File: config.mk
export PLATFORM = sky130hd
export DESIGN_NAME = pc_unit
export DESIGN_NICKNAME = d
export VERILOG_FILES = /design/src/rtl/pc_unit.sv
export SDC_FILE = /design/constraint.sdc
export NUM_CORES = 1
export LEC_CHECK = 0
export CORE_ASPECT_RATIO = 0.9
export CORE_MARGIN = 5
export CORE_UTILIZATION = 54
export CTS_BUF_LIST = sky130_fd_sc_hd__clkbuf_8
export DETAILED_ROUTE_END_ITERATION = 10
export PLACE_DENSITY = 0.88
export SLEW_MARGIN = 10
export SYNTH_ARGS = -nofsm -noshare
export SYNTH_HDL_FRONTEND = slang
export SYNTH_SLANG_ARGS = --single-unit
File: constraint.sdc
create_clock -name clk_i -period 2.5 [get_ports clk_i]
set_input_delay 0.25 -clock clk_i [delete_from_list [all_inputs] [get_ports clk_i]]
set_output_delay 0.25 -clock clk_i [all_outputs]
set_load 0.02 [all_outputs]
File: src/rtl/pc_unit.sv
// pc_unit: fetch-stage program counter with stall hold and redirect buffer.
// Optional trap redirect to TRAP_VEC enabled by `define PC_TRAP_EN.
module pc_unit #(
  parameter int              PC_W      = 32,
  parameter int              STEP      = 4,
  parameter int              ALIGN_B   = 2,
  parameter logic [PC_W-1:0] RESET_VEC = 32'h0000_0000,
  parameter logic [PC_W-1:0] TRAP_VEC  = 32'h0000_0080,
  parameter int              CNT_W     = 16
) (
  input  logic             clk_i,
  input  logic             rst_i,
  input  logic             start_i,
  input  logic             stall_i,
  input  logic             redirect_valid_i,
  input  logic [PC_W-1:0]  redirect_pc_i,
  input  logic             trap_i,
  output logic [PC_W-1:0]  pc_o,
  output logic             pc_valid_o,
  output logic             pending_o,
  output logic [CNT_W-1:0] fetch_cnt_o
);

  localparam logic [1:0] S_IDLE = 2'd0;
  localparam logic [1:0] S_RUN  = 2'd1;
  localparam logic [1:0] S_HOLD = 2'd2;

  localparam logic [PC_W-1:0] LOW_M =
    (PC_W'(1) << ALIGN_B) - PC_W'(1);
  localparam logic [PC_W-1:0] INC = PC_W'(STEP);

  logic [1:0]       state_q, state_d;
  logic [PC_W-1:0]  pc_q, pc_d;
  logic [PC_W-1:0]  tgt_q, tgt_d;
  logic [CNT_W-1:0] cnt_q, cnt_d;
  logic [PC_W-1:0]  rd_pc;
  logic             live;
  logic             trap_hit;

  assign rd_pc = redirect_pc_i & ~LOW_M;
  assign live  = (state_q != S_IDLE);

`ifdef PC_TRAP_EN
  assign trap_hit = trap_i & live;
`else
  logic [PC_W:0] unused_trap;
  assign unused_trap = {trap_i, TRAP_VEC};
  assign trap_hit    = 1'b0;
`endif

  // Next-state: trap, then per-state redirect/stall/increment priority.
  always_comb begin
    state_d = state_q;
    pc_d    = pc_q;
    tgt_d   = tgt_q;
    cnt_d   = cnt_q;
    if (live && !stall_i && (cnt_q != '1))
      cnt_d = cnt_q + CNT_W'(1);
    if (trap_hit) begin
      pc_d    = TRAP_VEC;
      tgt_d   = '0;
      state_d = S_RUN;
    end else begin
      unique case (state_q)
        S_IDLE: begin
          if (start_i)
            state_d = S_RUN;
        end
        S_RUN: begin
          if (!start_i) begin
            state_d = S_IDLE;
            tgt_d   = '0;
          end else if (redirect_valid_i && stall_i) begin
            tgt_d   = rd_pc;
            state_d = S_HOLD;
          end else if (redirect_valid_i) begin
            pc_d = rd_pc;
          end else if (!stall_i) begin
            pc_d = pc_q + INC;
          end
        end
        S_HOLD: begin
          if (!start_i) begin
            state_d = S_IDLE;
            tgt_d   = '0;
          end else if (!stall_i) begin
            pc_d    = redirect_valid_i ? rd_pc : tgt_q;
            tgt_d   = '0;
            state_d = S_RUN;
          end else if (redirect_valid_i) begin
            tgt_d = rd_pc;
          end
        end
        default: begin
          state_d = S_IDLE;
          tgt_d   = '0;
        end
      endcase
    end
  end

  // State registers; async reset drops any buffered redirect.
  always_ff @(posedge clk_i or negedge rst_i) begin
    if (!rst_i) begin
      state_q <= S_IDLE;
      pc_q    <= RESET_VEC;
      tgt_q   <= '0;
      cnt_q   <= '0;
    end else begin
      state_q <= state_d;
      pc_q    <= pc_d;
      tgt_q   <= tgt_d;
      cnt_q   <= cnt_d;
    end
  end

  assign pc_o        = pc_q;
  assign pc_valid_o  = live;
  assign pending_o   = (state_q == S_HOLD);
  assign fetch_cnt_o = cnt_q;

endmodule

==> key figures <==
Outcome
  • Status: finished clean

Setup path
  • Setup CP Type: flop to flop
  • WP buf/inv: 2
  • CP Launch Point: state_q[0]
  • Critical path arrival: 2.42 ns
  • Slowest cell delay on critical path: 0.43 ns
  • Crit path cell chain: inv_1, ha_1, nand3_1, nor2_1, buf_4, a22oi_1, o21ai_0
  • Worst setup SP type: flop
  • Crit. End Element: flop
  • Top delay family on crit path: simple AND/OR/NAND/NOR gates
  • Worst EP required: 2.77 ns
  • Reg2reg start: state_q[0]
  • CP max FO: 10
  • Critical-path top delay cell: dfrtp_1

Logic synthesis
  • Cell taking the most area after synthesis: dfrtp_1
  • Most common cell in the netlist: dfrtp_1
  • Asr flop ratio synth: 100%
  • YS warnings: 0
  • Register area share after synthesis: 44.3%
  • Most frequent cells after synthesis: dfrtp_1, nand2_1, o21ai_0
  • Post-Syn Nets: 555
  • Top FF cell, synth: dfrtp_1
  • Avg Cell Area, Syn: 9.06 sq um
  • EDFF count, synth: 0
  • Mapped Area: 4630 sq um
  • Top post-synthesis cells by area: dfrtp_1, o21ai_0, a21oi_1
  • Post-synth cell types: 59
  • Top cell type's share of synthesized area: 44.3%
  • Cells after Synth: 511
  • Post-synthesis register bit count: 82

Timing
  • Slew Limit Headroom: 58.5%
  • Period utilization: 85.8%
  • FMAX: 0.466 GHz
  • Final Setup Violations: 0
  • Least-Margin Pin Slew: 0.618 ns
  • Final hold vios: 0
  • Clock Skew: 0.00450 ns
  • Min Hold Slack: 0.398 ns
  • Fin crit period: 2.14 ns
  • Setup_tns: 0 ns
  • RSZ-0062 raised after global routing: no
  • Max-slew violations: 0

Final layout
  • Design Area, Final: 5820 sq um
  • Layout area overhead: 25.7%
  • Layout Nets: 632
  • N_diodes: 0
  • Fraction of layout cells with a size suffix above 1: 9.29%

Pwr
  • Sw Ratio: 42.2%
  • Leak: 2.35 nW
  • Internal: 3.45 mW
  • VDD IR max: 650 uV
  • NetSw: 2.52 mW
  • Sequential power share: 38.8%
  • PwrDens: 1020 nW/um^2
  • Clock share of power: 17.8%
  • Gate power share: 43.4%

Clock network
  • Clk sink count: 82
  • CTS tree: yes
  • Clock Latency Late Sink: 0.35 ns
  • Num CTS Buffers: 9
  • CTS Hold Bufs: 1
  • Root Driver: clkbuf_8
  • Worst-path clk slew: 0.08 ns
  • H-tree depth: 3
  • Resize count post-CTS: 0
  • CTS Buffer Depth: 2
  • Setup Fix Bufs, Post-CTS: 0

Placement
  • Placed cell areas: 5590 sq um
  • RD Place Congestion: 0.900
  • I/O Buffers: 84
  • DP HPWL: 9660 um

Global routing
  • Remaining global-route overflow: 0
  • Largest net degree at the start of global routing: 49
  • First-pass GRT wire length: 22000 um
  • Vias in the first global route: 4341
  • Initial antenna violation count: 0
  • GRT Total Usage: 26.1%

Route
  • Via count: 4532
  • WL final: 13500 um
  • DR vias/cell: 6.37
  • Final antenna-violating net count: 0
  • Initial drt markers: 370
  • Routed WL per cell: 19.0 um
  • Drc violations: 0
  • DRT Pass-1 Iters: 6

Floorplanning
  • Row cnt: 32
  • Core area: 8490 sq um
  • Die area: 10500 sq um
  • Die width: 108 um
  • Ports: 88
  • Die Y: 97.9 um
  • Initial Util: 54.6%

Job
  • Max Cap Viol: 0

Min path
  • HP Class: input port to async pin
[metal layers]
| layer | vias up | global-route usage, % | share of wire [%] |
|---|---|---|---|
| li1 | 2051 | - | - |
| met1 | 2241 | 36.5 | 42 |
| met2 | 221 | 41.3 | 48 |
| met3 | 19 | 5.95 | 8.1 |
| met4 | 0 | 6.99 | 1.3 |
| met5 | - | 0 | 0 |
[final timing paths]
path | slack (ns) | endpoint | cells after the start
setup / recovery | 0.36 | tgt_q[13] | 7
max in group asynchronous | 1.48 | tgt_q[14] | 3
setup reg to reg | 0.36 | tgt_q[13] | 7
hold / removal | 0.40 | pc_o[2] | 2
min in group clk_i | 0.48 | tgt_q[9] | 2
hold reg to reg | 0.48 | tgt_q[9] | 2
[power by group through the flow]
stage | Clock (mW) | Combinational [mW] | Sequential (mW)
2_1_floorplan | 0 | 1.22 | 2.51
3_3_place_gp | 0 | 2.48 | 2.27
3_5_place_dp | 0 | 2.56 | 2.31
6_report | 1.06 | 2.59 | 2.31
4_1_cts | 1.07 | 2.57 | 2.29
5_1_grt | 1.13 | 2.80 | 2.38
[sequential cells by signal (all words and copies together) (netlist names)]
signal,count
fetch_cnt_o,16
pc_o,32
state_q,2
tgt_q,32
[through the flow]
step                util (%)  instances  total power, mW  setup slack (ns)
finish                  68.6        711             5.97             0.356
global placement        65.9        695             4.74             0.366
detailed placement      65.9        695             4.87             0.262
floorplan                  -        511             3.73             0.520
global route            68.6        711             6.32             0.144
CTS                     68.6        711             5.93             0.366
[cells in the final DEF, fill, tap and decap left out, drive strengths merged, types with 10 or more instances in the layout]
cell type      count
nand4             19
nand2             59
a22oi             20
inv               14
xnor2             11
clkdlybuf4s50     83
a21oi             47
buf               15
o22ai             16
mux2i             10
clkbuf            11
o21ai             55
dfrtp             82
nor2              25
mux2              12
nand3             20
[kinds of logic after synthesis]
group	after synthesis	share of synthesized area, %
AND/OR/NAND/NOR	166	18.6
AO/OA/AOI/OAI	175	23.3
multiplexers	22	5.08
flip-flops	82	44.3
buffers and inverters	46	4.49
XOR/XNOR	14	2.65
adder cells (fa/ha/maj)	6	1.62
[final cells by class]
cell class	instances	area [sq um]
inverter	13	48.8
tap	119	149
clock inverter	4	67.6
timing repair buffer	99	978
sequential	82	2050
clock buffer	11	151
multi-input combinational	383	2380
fill	669	2670
Note: power is estimated with default switching activity, not from simulation.
